### src/rtl/tube_event_builder.sv
// tube_event_builder
// Scintillator-triggered event builder for NUM_TUBES tube discriminator inputs.
// A coincidence opens a WINDOW-cycle timing window. The first rising edge on
// each tube is timestamped, and the event is serialised as {time, tube id}
// words plus an all-ones trailer into a show-ahead FIFO.
// Whole events are dropped when the FIFO cannot hold them.
//
// Build option: define ZERO_SUPPRESS_EN to emit only hit channels.
// Undefined (the default), every channel emits a word and a missing hit
// carries an all-ones time, as in the legacy fixed-format stream.
//
// state | meaning
// IDLE  | waiting for a coincidence rise
// WIN   | timing window open, tcnt counts 0..WINDOW-1
// CHK   | decide whether the whole event fits in the FIFO
// DRN   | one channel per cycle into the FIFO
// TRL   | trailer word
// HOLD  | HOLDOFF dead cycles, coincidences ignored

module tube_event_builder #(
  parameter int NUM_TUBES  = 32,
  parameter int TIME_W     = 8,
  parameter int ID_W       = 8,
  parameter int WINDOW     = 255,
  parameter int HOLDOFF    = 16,
  parameter int FIFO_DEPTH = 64
) (
  input  logic                   clk50,
  input  logic                   rst_n,
  input  logic                   scin_coin,
  input  logic [NUM_TUBES-1:0]   tube_in,
  output logic [TIME_W+ID_W-1:0] rd_data,
  output logic                   rd_valid,
  input  logic                   rd_en,
  output logic                   busy,
  output logic                   overflow,
  output logic [7:0]             drop_cnt
);

  localparam int W  = TIME_W + ID_W;
  localparam int AW = $clog2(FIFO_DEPTH);
  localparam int CW = AW + 1;
  localparam int IW = (NUM_TUBES > 1) ? $clog2(NUM_TUBES) : 1;
  localparam int HW = (HOLDOFF > 1) ? $clog2(HOLDOFF) : 1;

  typedef enum logic [2:0] {
    S_IDLE,
    S_WIN,
    S_CHK,
    S_DRN,
    S_TRL,
    S_HOLD
  } state_t;

  // ---------------------------------------------------------------------------
  // Input synchronisers and rise detectors (same latency on coin and tubes)
  // ---------------------------------------------------------------------------
  logic                 coin_m, coin_s, coin_d;
  logic [NUM_TUBES-1:0] tube_m, tube_s, tube_d;
  logic                 coin_rise;
  logic [NUM_TUBES-1:0] tube_rise;

  // Two-flop synchroniser followed by a one-flop delay for edge detection
  always_ff @(posedge clk50 or negedge rst_n) begin
    if (!rst_n) begin
      coin_m <= 1'b0;
      coin_s <= 1'b0;
      coin_d <= 1'b0;
      tube_m <= '0;
      tube_s <= '0;
      tube_d <= '0;
    end else begin
      coin_m <= scin_coin;
      coin_s <= coin_m;
      coin_d <= coin_s;
      tube_m <= tube_in;
      tube_s <= tube_m;
      tube_d <= tube_s;
    end
  end

  assign coin_rise = coin_s & ~coin_d;
  assign tube_rise = tube_s & ~tube_d;

  // ---------------------------------------------------------------------------
  // Output FIFO (show-ahead)
  // ---------------------------------------------------------------------------
  logic [W-1:0]  mem [FIFO_DEPTH];
  logic [AW-1:0] wr_ptr, rd_ptr;
  logic [CW-1:0] count;
  logic          wr_en;
  logic [W-1:0]  wr_data;
  logic          do_rd;

  assign do_rd    = rd_en && (count != '0);
  assign rd_valid = (count != '0);
  assign rd_data  = rd_valid ? mem[rd_ptr] : '0;

  // Storage array; contents are don't-care while the FIFO is empty
  always_ff @(posedge clk50) begin
    if (wr_en) mem[wr_ptr] <= wr_data;
  end

  // Pointer and fill-level bookkeeping; reads and writes may coincide
  always_ff @(posedge clk50 or negedge rst_n) begin
    if (!rst_n) begin
      wr_ptr <= '0;
      rd_ptr <= '0;
      count  <= '0;
    end else begin
      if (wr_en) wr_ptr <= wr_ptr + 1'b1;
      if (do_rd) rd_ptr <= rd_ptr + 1'b1;
      case ({wr_en, do_rd})
        2'b10:   count <= count + 1'b1;
        2'b01:   count <= count - 1'b1;
        default: count <= count;
      endcase
    end
  end

  // ---------------------------------------------------------------------------
  // Event FSM
  // ---------------------------------------------------------------------------
  state_t               state;
  logic [TIME_W-1:0]    tcnt;
  logic [NUM_TUBES-1:0] hit;
  logic [TIME_W-1:0]    times [NUM_TUBES];
  logic [IW-1:0]        ch;
  logic [HW-1:0]        hcnt;
  logic                 busy_r;
  logic                 overflow_r;
  logic [7:0]           drop_cnt_r;
  logic [CW:0]          free_cnt;
  logic [CW:0]          need_cnt;

`ifdef ZERO_SUPPRESS_EN
  function automatic logic [IW:0] popcnt(input logic [NUM_TUBES-1:0] v);
    logic [IW:0] n;
    n = '0;
    for (int k = 0; k < NUM_TUBES; k++) n = n + (IW+1)'(v[k]);
    return n;
  endfunction

  assign need_cnt = (CW+1)'(popcnt(hit)) + (CW+1)'(1);
`else
  assign need_cnt = (CW+1)'(NUM_TUBES + 1);
`endif

  assign free_cnt = (CW+1)'(FIFO_DEPTH) - {1'b0, count};

  // FIFO write decode: one channel word per DRN cycle, trailer in TRL
  always_comb begin
    wr_en   = 1'b0;
    wr_data = '0;
    if (state == S_DRN) begin
      if (hit[ch]) begin
        wr_en   = 1'b1;
        wr_data = {times[ch], ID_W'(ch)};
      end else begin
`ifdef ZERO_SUPPRESS_EN
        wr_en   = 1'b0;
`else
        wr_en   = 1'b1;
        wr_data = {{TIME_W{1'b1}}, ID_W'(ch)};
`endif
      end
    end else if (state == S_TRL) begin
      wr_en   = 1'b1;
      wr_data = '1;
    end
  end

  // Sequencing: window timing, capacity check, drain, trailer and hold-off
  always_ff @(posedge clk50 or negedge rst_n) begin
    if (!rst_n) begin
      state      <= S_IDLE;
      tcnt       <= '0;
      hit        <= '0;
      times      <= '{default: '0};
      ch         <= '0;
      hcnt       <= '0;
      busy_r     <= 1'b0;
      overflow_r <= 1'b0;
      drop_cnt_r <= '0;
    end else begin
      case (state)
        S_IDLE: begin
          if (coin_rise) begin
            hit    <= '0;
            tcnt   <= '0;
            busy_r <= 1'b1;
            state  <= S_WIN;
          end
        end
        S_WIN: begin
          for (int k = 0; k < NUM_TUBES; k++) begin
            if (tube_rise[k] && !hit[k]) begin
              hit[k]   <= 1'b1;
              times[k] <= tcnt;
            end
          end
          if (tcnt == TIME_W'(WINDOW - 1)) state <= S_CHK;
          else                             tcnt  <= tcnt + 1'b1;
        end
        S_CHK: begin
          if (free_cnt >= need_cnt) begin
            ch    <= '0;
            state <= S_DRN;
          end else begin
            if (drop_cnt_r != 8'hFF) drop_cnt_r <= drop_cnt_r + 8'd1;
            overflow_r <= 1'b1;
            hcnt       <= HW'(HOLDOFF - 1);
            state      <= S_HOLD;
          end
        end
        S_DRN: begin
          if (ch == IW'(NUM_TUBES - 1)) state <= S_TRL;
          else                          ch    <= ch + 1'b1;
        end
        S_TRL: begin
          hcnt  <= HW'(HOLDOFF - 1);
          state <= S_HOLD;
        end
        S_HOLD: begin
          if (hcnt == '0) begin
            busy_r <= 1'b0;
            state  <= S_IDLE;
          end else begin
            hcnt <= hcnt - 1'b1;
          end
        end
        default: begin
          busy_r <= 1'b0;
          state  <= S_IDLE;
        end
      endcase
    end
  end

  assign busy     = busy_r;
  assign overflow = overflow_r;
  assign drop_cnt = drop_cnt_r;

endmodule

### config.mk
export PLATFORM = sky130hd
export DESIGN_NAME = tube_event_builder
export DESIGN_NICKNAME = d
export VERILOG_FILES = /design/src/rtl/tube_event_builder.sv
export SDC_FILE = /design/constraint.sdc
export NUM_CORES = 2
export LEC_CHECK = 0
export CORE_MARGIN = 10
export CORE_UTILIZATION = 35
export DETAILED_ROUTE_END_ITERATION = 12
export MAX_ROUTING_LAYER = met4
export PLACE_DENSITY = 0.47
export SETUP_SLACK_MARGIN = 0.05
export SLEW_MARGIN = 10
export SYNTH_ARGS = -nofsm -noshare
export SYNTH_HDL_FRONTEND = slang
export SYNTH_SLANG_ARGS = --single-unit
### constraint.sdc
create_clock -name clk50 -period 4.6 [get_ports clk50]
set_input_delay 0.46 -clock clk50 [delete_from_list [all_inputs] [get_ports clk50]]
set_output_delay 0.46 -clock clk50 [all_outputs]
set_load 0.1 [all_outputs]
Word-level counts from Yosys, hierarchy flattened
Memories as Yosys holds them, arrays and structs flattened. Index checks and enable logic that the tools add are counted.

Bits in registers: 436. Latch bits: 0. Memory bits (writable): 1024. Bits in read-only memories: 0. Output and inout port bits: 27. Memories kept: 1.

$add $sub $neg: 9. $mul: 0. Div/mod/pow operators: 0. Order comparisons: 3. Eq/ne operators: 51. Shift operators: 0. Multiplexer cells: 66. Bitwise gates (word level): 7. Reduce and logical (&&, ||, !) cells: 144.

Memories: mem (depth 64, width 16, rd ports 1, clocked after Yosys merged registers in 0, wr ports 1, line 88) `logic [W-1:0] mem [FIFO_DEPTH];`.

Operators by type and width (count): $reduce_and A3 Y1 (37); $ne A2 B2 Y1 const B (40); $reduce_and A2 Y1 (33); $mux W16 (4); $pmux W32 S2 (1); $bmux W8 S5 (1); $mux W1 (39); $logic_and A1 B1 Y1 (33); $and A32 B32 Y32 (1); $logic_not A1 Y1 (32); $mux W32 (1); $mux W8 (4); $not A32 Y32 (1); $pmux W3 S6 (1); $add A8 B1 Y8 const B (2); $pmux W8 S2 (1); $mux W3 (5); $pmux W7 S2 (1); $add A6 B1 Y6 const B (2); $pmux W4 S3 (1); $mux W5 (2); $pmux W5 S2 (1); $eq A8 B8 Y1 const B (1); $ge A8 B6 Y1 const B (1); 28 further kinds (35).

Longest topological paths before layout
Depth after elaboration: 6. Gate-level depth with buffers: 15. Gate-level depth less buffers: 12.

Worst setup path after synthesis
Ideal clock, no wire load.

Path kind: reg2out. From: reg count[3]. To: out rd_data[6]. Data arrival time: 3.962 ns. Required time: 4.140 ns. Path slack: 0.178 ns. Cell stages (with the launch flop): 10. Buffers on the path: 3. Path through: dfrtp_1 clkbuf_1 nor4_1 nand2_1 nand2_1 clkbuf_1 a31oi_1 a21oi_1 o21ai_1 buf_4.

Cells in the longest elaborated chain, start to end: 2.

RTL lines: from (decl) (line 90) `logic [CW-1:0] count;`; from (signal assigned) (line 114) `2'b10: count <= count + 1'b1;`; from (signal assigned) (line 115) `2'b01: count <= count - 1'b1;`; from (signal assigned) (line 116) `default: count <= count;`; $reduce_bool A7 Y1 (line 96) `assign rd_valid = (count != '0);`; net rd_valid (line 33) `output logic rd_valid,`; $mux W16 (line 97) `assign rd_data = rd_valid ? mem[rd_ptr] : '0;`; to (decl) (line 32) `output logic [TIME_W+ID_W-1:0] rd_data,`.

The timed path passes the listed nets, and every way through them passes these cells.

Worst setup path after layout
From: reg count[1]. To: out rd_data[10].

Cells in the longest elaborated chain, start to end: 2.

RTL lines (line): $reduce_bool A7 Y1 (96); $mux W16 (97).

Every way passes these cells.

==> run_results.csv <==
group,metric,value,unit
clocking,clock_path_buffers,3,
clocking,cts_tree,"built",
worst_setup_path,cp-start-kind,"flip-flop",
grt,grt_pass1_wl,200000,um
route,num_vias,26677,
worst_hold_path,hp-class,"in -> reg",
clocking,clkTransAtPathRegs,60,ps
power_and_ir_drop,vdd_drop_max,0.495,mV
placement,dp_cells,4819,
grt,antenna_found_initial,2,
clocking,worstSkewPairLatency,770,ps
timing,hold-worst-slack,124,ps
clocking,cts_sinks,1332,
synthesis,syn_inst,2750,
worst_setup_path,critPathMaxFanout,11,
finish,syn2layout_area_growth,17.0,%
worst_setup_path,r2r_cells,12,
synthesis,syn-num-nets,2797,
finish,n_fill_cell,13244,
power_and_ir_drop,p_leak,22.4,nW
worst_setup_path,critPathCaptureType,"output pin",
floorplan,design.portCount,63,
floorplan,die_area,167000,um^2
worst_setup_path,crit_start,"count[1]$_DFFE_PN0P_",
grt,grt_pass1_vias,28907,
synthesis,ys_dominant_reg_cell,"edfxtp_1",
timing,finClkSkew,36.4,ps
worst_setup_path,worstPathArrival,3940,ps
outcome,status,"complete, no violations",
synthesis,ys_seq_area_share,71.8,%
route,drc,0,
job,max-cap-violations,0,
synthesis,ys_types,52,
synthesis,synth_area,52700,um^2
timing,slew_viol_final,0,
route,wl_per_cell,26.5,um
floorplan,initial_core_util,35.2,%
route,first_iter_violations,1911,
floorplan,coreArea,150000,um^2
finish,fin_cells,5100,
floorplan,die_x,408,um
route,routed.top_layer,"met4",
timing,min_period,4400,ps
synthesis,synth.top_cells.by_area,"edfxtp_1 (51%), dfrtp_1 (21%), mux4_2 (14%)",
finish,nets,3008,
timing,fin_crit_sh,95.8,%
route,wl_met2,70100,um
floorplan,die_y,408,um
synthesis,yosysMostFrequentCell,"edfxtp_1",
power_and_ir_drop,p_total,40.9,mW
timing,finalSetupTns,0,ps
clocking,cts_made_buffers,148,
synthesis,avgSynthCellArea,19.2,um^2
synthesis,synth-seq-cells,1332,
timing,rsz0062_at_grt,"false",
placement,numPortBuffers,62,
worst_setup_path,crit_type,"reg -> out",
timing,setup_violations,0,
timing,max_slew_margin,16.5,%
finish,drive_gt1_share,32.3,%
placement,place_congestion,0.766,
worst_setup_path,cp-endpoint,"rd_data[10]",
grt,track_usage,16.6,%
floorplan,rows,142,
route,firstDrtPassIters,7,
synthesis,ys_warn_count,0,
worst_setup_path,r2r-start,"count[1]$_DFFE_PN0P_",
route,drt_wl_total,135000,um
timing,tightest_slew,1250,ps
grt,grt_max_degree,124,
clocking,cts_root_buf,"clkbuf_16",
worst_setup_path,cp.required,4140,ps
route,ant_nets,0,
synthesis,synth_top_area_share,51.1,%
synthesis,postSynth.asyncResetShare,32.7,%
timing,max_freq,227,MHz
timing,hold_violations,0,
clocking,cts.htree.levels,4,
synthesis,synth_enable_flop_cells,896,
placement,dpl.hpwl,82000,um
synthesis,yosysTopAreaCell,"edfxtp_1",
route,wl_met1,57100,um
worst_setup_path,r2r-end,"count[6]$_DFFE_PN0P_",
synthesis,synth_common_cells,"edfxtp_1 (896), dfrtp_1 (436), mux4_2 (333)",
route,wl_met3,4780,um
route,vias_per_cell,5.23,
worst_setup_path,r2r_slack,640,ps
power_and_ir_drop,power_density,664,nW/um^2
grt,grt_overflow,0,
## how the worst min path moves through the flow
stage                                     from                    to  slack (ps)  depth (start not counted)
after global routing               tube_in[26]  tube_m[26]$_DFF_PN0_          80                          1
after detailed placement   tube_m[0]$_DFF_PN0_   tube_s[0]$_DFF_PN0_         330                          0
after global placement    tube_m[24]$_DFF_PN0_  tube_s[24]$_DFF_PN0_         330                          0
after CTS                          tube_in[26]  tube_m[26]$_DFF_PN0_          60                          1
final                              tube_in[24]  tube_m[24]$_DFF_PN0_         120                          1
after floorplan                          rst_n      busy$_DFFE_PN0P_         160                          0
## power by group
group	internal (mW)	total, mW	leakage [nW]	switching [mW]
sequential	14.9	15.8	13.9	0.913
combinational	5.13	13.2	6.10	8.10
clock	7.04	11.9	2.39	4.86
## flip-flops by register name, summed over array words and instances, names as in the netlist, 3 cells and up
register  flops
tube_s       32
mem         896
rd_ptr        6
count         7
hcnt          4
tube_m       32
tcnt          8
ch            5
tube_d       32
hit          32
times       256
state         3
drop_cnt      8
wr_ptr        6
## kinds of logic (layout without fill, tap and decap cells)
logic type	count (synthesis)	count (layout)	share of synthesized area [%]
AO/OA/AOI/OAI	224	224	2.70
XOR/XNOR	35	35	0.582
adder cells (fa/ha/maj)	11	11	0.261
buffers and inverters	203	535	1.78
flip-flops	1332	1332	71.8
multiplexers	590	590	19.7
other	0	2	0
AND/OR/NAND/NOR	355	355	3.28
## final cells by class
class                   count  area (um^2)  share of cell area (%)
multi-input cells        1215        14000                    22.8
repair buffers            226         2170                    3.52
well taps                2016         2520                    4.09
flip-flops and latches   1332        37800                    61.4
clock buffers             194         4050                    6.57
clock inverters            77          896                    1.45
inverters                  38          143                   0.231
diodes                      2         5.00                 0.00812
## cells in the final DEF, fill, tap and decap left out, types with 20 or more instances in the layout
master and instances:
a211oi_1 20, dfrtp_1 430, o21ai_0 56, clkbuf_1 32
buf_12 28, nand4b_1 34, mux4_2 333, clkbuf_16 151
nor2_1 134, clkdlybuf4s50_1 45, a21oi_1 23, edfxtp_1 896
mux2i_1 27, nand2_1 88, inv_1 37, nor2b_1 21
mux2_2 230, buf_4 151, clkinv_1 25, a31oi_1 53
a22oi_1 22
## metrics by stage
step	area (um^2)	worst slack, ps	util (%)
floorplan	52700	178	-
global placement	56600	522	37.8
detailed placement	56600	436	37.8
CTS	61600	82.3	41.2
global route	61600	108	41.2
finish	61700	195	41.2
## worst max-delay path, cell delays in order (launching register included)
cell and delay [ps]:
dfrtp_1 450, nor3_1 610, nand2_1 290, nand2_1 550
buf_4 240, a31oi_1 150, a22oi_1 410, o21ai_1 200
buf_4 290
## layer usage
layer,global-route usage (%),vias to the layer above
met3,2.51,183
li1,-,11406
met5,-,-
met4,4.15,0
met1,20.6,14514
met2,28.5,574
## timing repair
action | 4_1_cts | 5_1_grt
resized for setup | 1 | 0
endpoints found under the setup margin | 12 | 0
setup buffers | 7 | 0
hold endpoints to repair | 118 | 0
hold buffers | 1 | 0
Power figures use the tool's default switching activity.
